--- config.mk ---
export PLATFORM = sky130hd
export DESIGN_NAME = apb_mem_ws
export DESIGN_NICKNAME = d
export VERILOG_FILES = /design/src/rtl/apb_mem_ws.sv
export SDC_FILE = /design/constraint.sdc
export NUM_CORES = 1
export LEC_CHECK = 0
export CORE_MARGIN = 2
export CORE_UTILIZATION = 57
export CTS_CLUSTER_SIZE = 40
export DETAILED_ROUTE_END_ITERATION = 8
export DONT_BUFFER_PORTS = 1
export GPL_TIMING_DRIVEN = 0
export PLACE_DENSITY_LB_ADDON = 0.2
export SLEW_MARGIN = 20
export SYNTH_ARGS = -nofsm -noshare
export SYNTH_HDL_FRONTEND = slang
export SYNTH_SLANG_ARGS = --single-unit
--- constraint.sdc ---
create_clock -name PCLK -period 3.4 [get_ports PCLK]
set_input_delay 0.17 -clock PCLK [delete_from_list [all_inputs] [get_ports PCLK]]
set_output_delay 0.17 -clock PCLK [all_outputs]
set_load 0.02 [all_outputs]
--- src/rtl/apb_mem_ws.sv ---
// APB4 completer memory with programmable wait states, byte strobes and per-word valid tracking.
// Latency: PREADY rises WAIT_STATES cycles after the access phase begins (zero-wait completes in the first access cycle).
// Backpressure: PREADY is held low while the wait counter runs; a dropped PSEL aborts the transfer without side effects.
module apb_mem_ws #(
    parameter int ADDR_WIDTH  = 32,
    parameter int DATA_WIDTH  = 32,
    parameter int DEPTH       = 32,
    parameter int WAIT_STATES = 0
) (
    input  logic                    PCLK,
    input  logic                    PRESETn,
    input  logic                    PSEL,
    input  logic                    PENABLE,
    input  logic                    PWRITE,
    input  logic [ADDR_WIDTH-1:0]   PADDR,
    input  logic [DATA_WIDTH-1:0]   PWDATA,
    input  logic [DATA_WIDTH/8-1:0] PSTRB,
    output logic [DATA_WIDTH-1:0]   PRDATA,
    output logic                    PREADY,
    output logic                    PSLVERR
);
    localparam int B  = DATA_WIDTH / 8;
    localparam int AL = $clog2(B);
    localparam int IW = (DEPTH > 1) ? $clog2(DEPTH) : 1;
    localparam logic [ADDR_WIDTH-1:0] LOW_MASK = ADDR_WIDTH'((64'd1 << AL) - 64'd1);

    localparam logic [0:0] ST_IDLE   = 1'b0;
    localparam logic [0:0] ST_ACCESS = 1'b1;

    logic [0:0]            state_q, state_d;
    logic [3:0]            cnt_q, cnt_d;
    logic [ADDR_WIDTH-1:0] addr_q, addr_d;
    logic                  write_q, write_d;
    logic [DATA_WIDTH-1:0] wdata_q, wdata_d;
    logic [B-1:0]          strb_q, strb_d;
    logic [DEPTH-1:0]      valid_q, valid_d;
    logic [DATA_WIDTH-1:0] mem_q [DEPTH];

    logic [ADDR_WIDTH-1:0] idx;
    logic [IW-1:0]         idx_s;
    logic                  misaligned, range_err, valid_bit, err;
    logic                  complete, we;

    // All decode works on the latched setup fields, never on the live bus.
    always_comb begin
        idx        = addr_q >> AL;
        idx_s      = idx[IW-1:0];
        misaligned = |(addr_q & LOW_MASK);
        range_err  = (idx >= ADDR_WIDTH'(DEPTH));
        valid_bit  = range_err ? 1'b0 : valid_q[idx_s];
        err        = misaligned | range_err
                   | (!write_q && !valid_bit)
                   | (write_q && !valid_bit && (strb_q != {B{1'b1}}) && (strb_q != '0));
    end

    assign PREADY   = (state_q == ST_ACCESS) && (cnt_q == 4'd0);
    assign PSLVERR  = PREADY && err;
    assign PRDATA   = (PREADY && !write_q && !err) ? mem_q[idx_s] : '0;
    assign complete = PREADY && PSEL && PENABLE;
    assign we       = complete && write_q && !err && (strb_q != '0);

    always_comb begin
        state_d = state_q;
        cnt_d   = cnt_q;
        addr_d  = addr_q;
        write_d = write_q;
        wdata_d = wdata_q;
        strb_d  = strb_q;
        valid_d = valid_q;
        // A setup seen in ACCESS restarts the transfer and silently drops the old one.
        if (PSEL && !PENABLE) begin
            state_d = ST_ACCESS;
            cnt_d   = 4'(WAIT_STATES);
            addr_d  = PADDR;
            write_d = PWRITE;
            wdata_d = PWDATA;
            strb_d  = PSTRB;
        end else if (state_q == ST_ACCESS) begin
            if (!PSEL) begin
                state_d = ST_IDLE;
            end else if (cnt_q != 4'd0) begin
                cnt_d = cnt_q - 4'd1;
            end else begin
                state_d = ST_IDLE;
            end
        end
        if (we) begin
            valid_d[idx_s] = 1'b1;
        end
    end

    always_ff @(posedge PCLK or negedge PRESETn) begin
        if (!PRESETn) begin
            state_q <= ST_IDLE;
            cnt_q   <= 4'd0;
            addr_q  <= '0;
            write_q <= 1'b0;
            wdata_q <= '0;
            strb_q  <= '0;
            valid_q <= '0;
        end else begin
            state_q <= state_d;
            cnt_q   <= cnt_d;
            addr_q  <= addr_d;
            write_q <= write_d;
            wdata_q <= wdata_d;
            strb_q  <= strb_d;
            valid_q <= valid_d;
        end
    end

    // Array is left unreset; the valid bits hide stale contents.
    always_ff @(posedge PCLK) begin
        if (we) begin
            for (int b = 0; b < B; b++) begin
                if (strb_q[b]) begin
                    mem_q[idx_s][8*b +: 8] <= wdata_q[8*b +: 8];
                end
            end
        end
    end
endmodule

==> results.cfg, run 1 <==
[run_status]
status = finished, violations left
violations = setup timing

[critical_path]
path_max_fanout = 10
cp.arrival_ns = 3.78
cp-start-kind = register
worstReg2RegStart = addr_q[3]
cp.required_ns = 3.76
endpoint_kind = register
crit_type = reg -> reg
startpoint = addr_q[3]

[logic_synthesis]
synthCells = 2067
synth_seq_cells = 1130
synth_area_mm2 = 0.0445
yosysTopAreaCell = edfxtp_1
ys_types = 51
synth_seq_area_share_pct = 75.0
synthArstFlopShare_pct = 9.38
syn_area_per_cell_um2 = 21.5
synth_edf_count = 1024
syn_nets = 2141
synth_top_area_share_pct = 69.1
ys_top_cells_by_area = edfxtp_1 69%, mux4_2 13%, dfrtp_1 6.0%
synth_warnings = 0
synthFlopType = edfxtp_1

[die]
chipWidth_um = 283
coreArea_mm2 = 0.0773
fp-row-count = 102
start_util_pct = 57.6
dieArea_mm2 = 0.0803
pin_count = 107
fp.dieH_um = 283

[power_and_ir_drop]
ir_drop_mv = 0.513
power_density_mw_per_mm2 = 611
p_leak_nw = 18.7

[timing]
max_freq_mhz = 292
maxSlewHeadroom_pct = 23.8
fin_crit_ns = 3.43
final_hold_viol_count = 0
rsz0062_at_grt = yes
timing.final.max_slew_violations = 0
fin_skew_ns = 0.0296
layout_setup_ws_ns = -0.0290
post-route-period-util_pct = 101
tightestPinTransition_ns = 1.14
tns_ns = -0.141
finalSetupViolations = 6

[clock_network]
numCtsBuffers = 110
clk_pin_slew_worst_paths_ns = 0.06
tritoncts = done
htree_levels = 3
clock_latency_ns = 0.69
clk_path_buf_depth = 3
clkSinkCount = 1130
cts_root_buf = clkbuf_16

[global_route]
antenna_found_initial = 2
grt_util_all_layers_pct = 33.8
first_global_vias = 25100
grt_first_pass_wirelength_um = 188000
grt_overflow_total = 0
grt_max_degree = 107

[route]
wl_per_cell_um = 38.2
dr_total_vias = 25300
vias_per_cell = 7.11
wl_um = 136000
drc = 0
dr.pass1.iters = 6
postRouteAntennaNets = 0
dr.first_iter.drc_count = 3988

[layout]
syn2layout_area_growth_pct = 22.2
fillers = 4481
drive_above_1_share_pct = 39.6
fin_nets = 2498
layout.cells.non_filler = 3558
diodes = 0

[placed_design]
io_buffers = 0
dp_cells = 3165
dp_hpwl_um = 82900
place.gp.congestion = 0.920

[min_path]
hp-class = in -> async

[run]
drv_cap = 0
cells in the mapped netlist (12+ instances only):
cell,count
a41o_1,32
buf_2,66
buf_6,12
clkbuf_1,68
dfrtp_1,106
edfxtp_1,1024
mux2_2,74
mux4_2,258
nand2_1,18
nor2_1,40
nor4_1,16
nor4_2,120
nor4b_1,29
o22ai_1,126
critical path, cell delays in order, from the launching register on:
cell and delay [ns]:
dfrtp_1 0.32, buf_4 0.17, buf_8 0.17, buf_6 0.19, buf_4 0.30, nor2b_1 0.38
buf_2 0.40, nand2_2 0.37, nor4_2 0.48, buf_2 0.32
layer usage:
layer	GRT usage (%)	wire length, µm	vias to the layer above	part of all wire, %
li1	-	-	9594	-
met1	45.5	47600	13200	35
met2	52.4	63600	2041	47
met3	9.06	17300	445	13
met4	14.9	7420	2	5.5
met5	0.714	77	-	0.057
where the power goes:
part	internal, W	total, W	switching [W]
Clock	0.00730	0.0125	0.00519
Sequential	0.0157	0.0163	0.000630
Combinational	0.00156	0.00439	0.00283
Total	0.0246	0.0332	0.00866
placed cells by master (no fill, tap or decap), types with 21 or more instances in the layout:
| cell type | count |
|---|---|
| a41o_1 | 32 |
| buf_12 | 55 |
| buf_2 | 34 |
| buf_4 | 117 |
| buf_6 | 58 |
| clkbuf_1 | 40 |
| clkbuf_16 | 114 |
| clkbuf_2 | 23 |
| clkbuf_4 | 21 |
| dfrtp_1 | 102 |
| dlygate4sd3_1 | 71 |
| edfxtp_1 | 1024 |
| mux2_2 | 74 |
| mux4_2 | 258 |
| nor2_1 | 39 |
| nor4_4 | 125 |
| nor4b_4 | 31 |
| o22ai_1 | 126 |
state kept, by name (all words and copies together), names as in the netlist:
register  count
mem_q      1024
addr_q       32
valid_q      32
wdata_q      32
cnt_q         4
strb_q        4
state_q       1
write_q       1
layout make-up:
type                    instances  area, µm²  area share, %
well taps                    1040       1300           2.39
plain buffers                 155       1140           2.09
clock buffers                 150       3070           5.64
inverters                       3       11.3         0.0207
flip-flops and latches       1130      33400           61.4
multi-input cells             778      12000           22.1
clock inverters                56        626           1.15
repair buffers                246       2840           5.22
what timing repair did:
| action | 4_1_cts | 5_1_grt |
|---|---|---|
| buffers inserted | 96 | 20 |
| pin swaps | 85 | 26 |
| endpoints found under the hold margin | 180 | 0 |
| hold buffers | 72 | 0 |
| gates resized for setup | 171 | 73 |
| endpoints found under the setup margin | 1047 | 844 |
worst paths after layout:
check | to | slack (ns) | cells past startpoint
worst max-delay path | mem_q[30][27] | -0.03 | 9
worst min register to register | valid_q[23] | 0.47 | 1
min in group PCLK | strb_q[3] | 0.17 | 2
max in group asynchronous | wdata_q[13] | 2.72 | 2
worst min-delay path | wdata_q[22] | 0.13 | 2
worst max register to register | mem_q[30][27] | -0.03 | 9
stage by stage:
step	hold WS (ns)	util, %	worst slack [ns]	instance area (µm²)	power [W]
after CTS	0.146	69.8	-0.120	54000	0.0330
final	0.129	70.3	-0.0290	54400	0.0332
after global placement	-0.122	59.2	-1.73	45800	0.0200
after global routing	0.165	70.3	-0.0413	54400	0.0339
after floorplan	-0.126	-	0.418	44500	0.0187
after detailed placement	-0.122	61.5	-1.00	47500	0.0205
kinds of logic after synthesis:
group / Yosys count / synth area share (%)
multiplexers: 338 / 15.1
adder cells (fa/ha/maj): 1 / 0.0281
buffers and inverters: 159 / 1.75
AND/OR/NAND/NOR: 259 / 5.26
XOR/XNOR: 3 / 0.0590
AO/OA/AOI/OAI: 177 / 2.82
flip-flops: 1130 / 75.0
Note: power is estimated with default switching activity, not from simulation.
==> run 2, diff against run 1 <==
SETUP_SLACK_MARGIN = 0.4   (was default)
==> run 2 against run 1 <==
The flow still finishes with violations (setup timing). Count of clock-buffer cells in the layout is the same. Largest power group unchanged. Highest routed layer is now met4. Worst hold slack got worse by 0.0052 ns. Fmax rose by 0.70%.
==> results.cfg, run 2 (same netlist as run 1, synthesis figures left out) <==
[power_and_ir_drop]
power_frac_clock_pct = 36.9
ir_drop_mv = 0.507
power_switching_w = 0.00910
p_int_w = 0.0251
switching_share_pct = 26.6
p_seq_share_pct = 47.9
combPwrFrac_pct = 15.3
power_density_mw_per_mm2 = 608
p_leak_nw = 19.6

[global_route]
antenna_found_initial = 0
grt_util_all_layers_pct = 35.3
grt_max_degree = 107
grt_first_pass_wirelength_um = 197000
grt_overflow_total = 0
first_global_vias = 25800

[critical_path]
worstReg2RegStart = addr_q[5]
slowest_stage = nor4b_4
r2r_slack_ns = 0.02
r2r-end = mem_q[0][1]
cp-start-kind = register
max_stage_delay_ns = 0.61
crit_type = reg -> out
worst_path_most_repeated_cell = buf_12
cp.required_ns = 3.23
rr_worst_depth = 11
path_max_fanout = 8
path_cells = buf_6 -> nand3b_1 -> o22ai_4 -> o31ai_4 -> nand4_1 -> buf_12 -> buf_12 -> nor4b_4
endpoint_kind = output pin
cp.arrival_ns = 3.23

[placed_design]
dp_hpwl_um = 82900
place.gp.congestion = 0.920
io_buffers = 0

[die]
fp.dieH_um = 283
chipWidth_um = 283
fp-row-count = 102
start_util_pct = 57.6
pin_count = 107
dieArea_mm2 = 0.0803
coreArea_mm2 = 0.0773

[clock_network]
clock_latency_ns = 0.71
cts_root_buf = clkbuf_16
clk_path_buf_depth = 3
htree_levels = 3
numCtsBuffers = 110
clk_pin_slew_worst_paths_ns = 0.06
tritoncts = done
clkSinkCount = 1130

[layout]
final_core_util_pct = 72.7
fin_nets = 2572
fillers = 4193
seqCellArea_mm2 = 0.0334
multiInputGateArea_mm2 = 0.0123
regMostFlops = mem_q
final_cell_mix = 1,024 x edfxtp_1, 258 x mux4_2, 145 x buf_4
final_common_cell = edfxtp_1
syn2layout_area_growth_pct = 26.3
largest_reg_flops = 1024
drive_above_1_share_pct = 43.0

[timing]
tightestPinTransition_ns = 1.18
post-route-period-util_pct = 100
fin_crit_ns = 3.40
tns_ns = -0.00499
fin_skew_ns = 0.0479
finalSetupViolations = 1
maxSlewHeadroom_pct = 21.3
layout_setup_ws_ns = -0.00499
timing.final.max_slew_violations = 0
max_freq_mhz = 294
final_hold_viol_count = 0
rsz0062_at_grt = yes

[run_status]
status = finished, violations left
violations = setup timing

[route]
vias_per_cell = 7.28
postRouteAntennaNets = 0
wl_per_cell_um = 40.6
dr.first_iter.drc_count = 4609
dr.pass1.iters = 6
drc = 0
dr_total_vias = 26500
wl_um = 147000

[min_path]
hp-class = in -> async

[run]
drv_cap = 0
[run 2: cell types whose count changed in the layout (fill, tap and decap cells not counted), sizes merged]
cell    previous run  this run
bufbuf             0         3
diode              0         1
buf              269       346
clkbuf           211       205
[run 2: final cells by class]
class	instances	share of cell area [%]
flip-flops and latches	1130	59.4
multi-input cells	778	21.9
inverters	3	0.0200
repair buffers	319	6.62
clock inverters	56	1.11
clock buffers	150	5.46
plain buffers	156	3.12
well taps	1040	2.31
diodes	1	0.00445
[run 2: power groups by stage]
| stage | clock network [W] | registers [W] | logic [W] |
|---|---|---|---|
| after floorplan | 0 | 0.0163 | 0.00235 |
| after global placement | 0 | 0.0165 | 0.00352 |
| after detailed placement | 0 | 0.0166 | 0.00390 |
| after CTS | 0.0125 | 0.0163 | 0.00457 |
| after global routing | 0.0131 | 0.0164 | 0.00525 |
| final | 0.0126 | 0.0164 | 0.00521 |
[run 2: metal layers]
layer  routed length [µm]  global-route usage (%)  share of wire, %
met3                20100                    9.65                14
met1                49200                    46.8                33
met5                    0                       0                 0
met4                10600                    19.3               7.2
met2                67600                    54.0                46
[run 2: worst max path at each step]
stage	cells after the start	end	from	slack, ns
2_1_floorplan	9	mem_q[0][10]	addr_q[3]	0.42
5_1_grt	8	PRDATA[26]	addr_q[5]	0.002
4_1_cts	9	PRDATA[10]	addr_q[3]	0.1
3_5_place_dp	7	mem_q[17][16]	addr_q[2]	-1.0
3_3_place_gp	7	mem_q[29][0]	addr_q[2]	-1.73
6_report	8	PRDATA[26]	addr_q[5]	-0.005
[run 2: what timing repair did]
item / CTS / global route
hold endpoints to repair: 180 / 0
pin swaps: 133 / 57
hold buffers: 72 / 0
setup endpoints to repair: 1057 / 1035
buffers inserted: 125 / 53
resized for setup: 357 / 125
gates cloned: 9 / 2
[run 2: worst max-delay path, delay by kind of cell, from the launching register on]
family	cells	cell delay (ns)
AND/OR/NAND/NOR	3	1.08
buffers and inverters	3	0.57
flip-flops	1	0.47
AO/OA/AOI/OAI	2	0.43
[run 2: through the flow]
stage          hold WS, ns  area (µm²)  std cells  power, W  setup WS (ns)
3_5_place_dp        -0.122       47500       3165    0.0205          -1.00
4_1_cts              0.146       55300       3577    0.0334         0.0988
5_1_grt              0.155       56200       3632    0.0347        0.00244
6_report             0.123       56200       3633    0.0342       -0.00499
3_3_place_gp        -0.122       45800       3107    0.0200          -1.73
2_1_floorplan       -0.126       44500       2067    0.0187          0.418
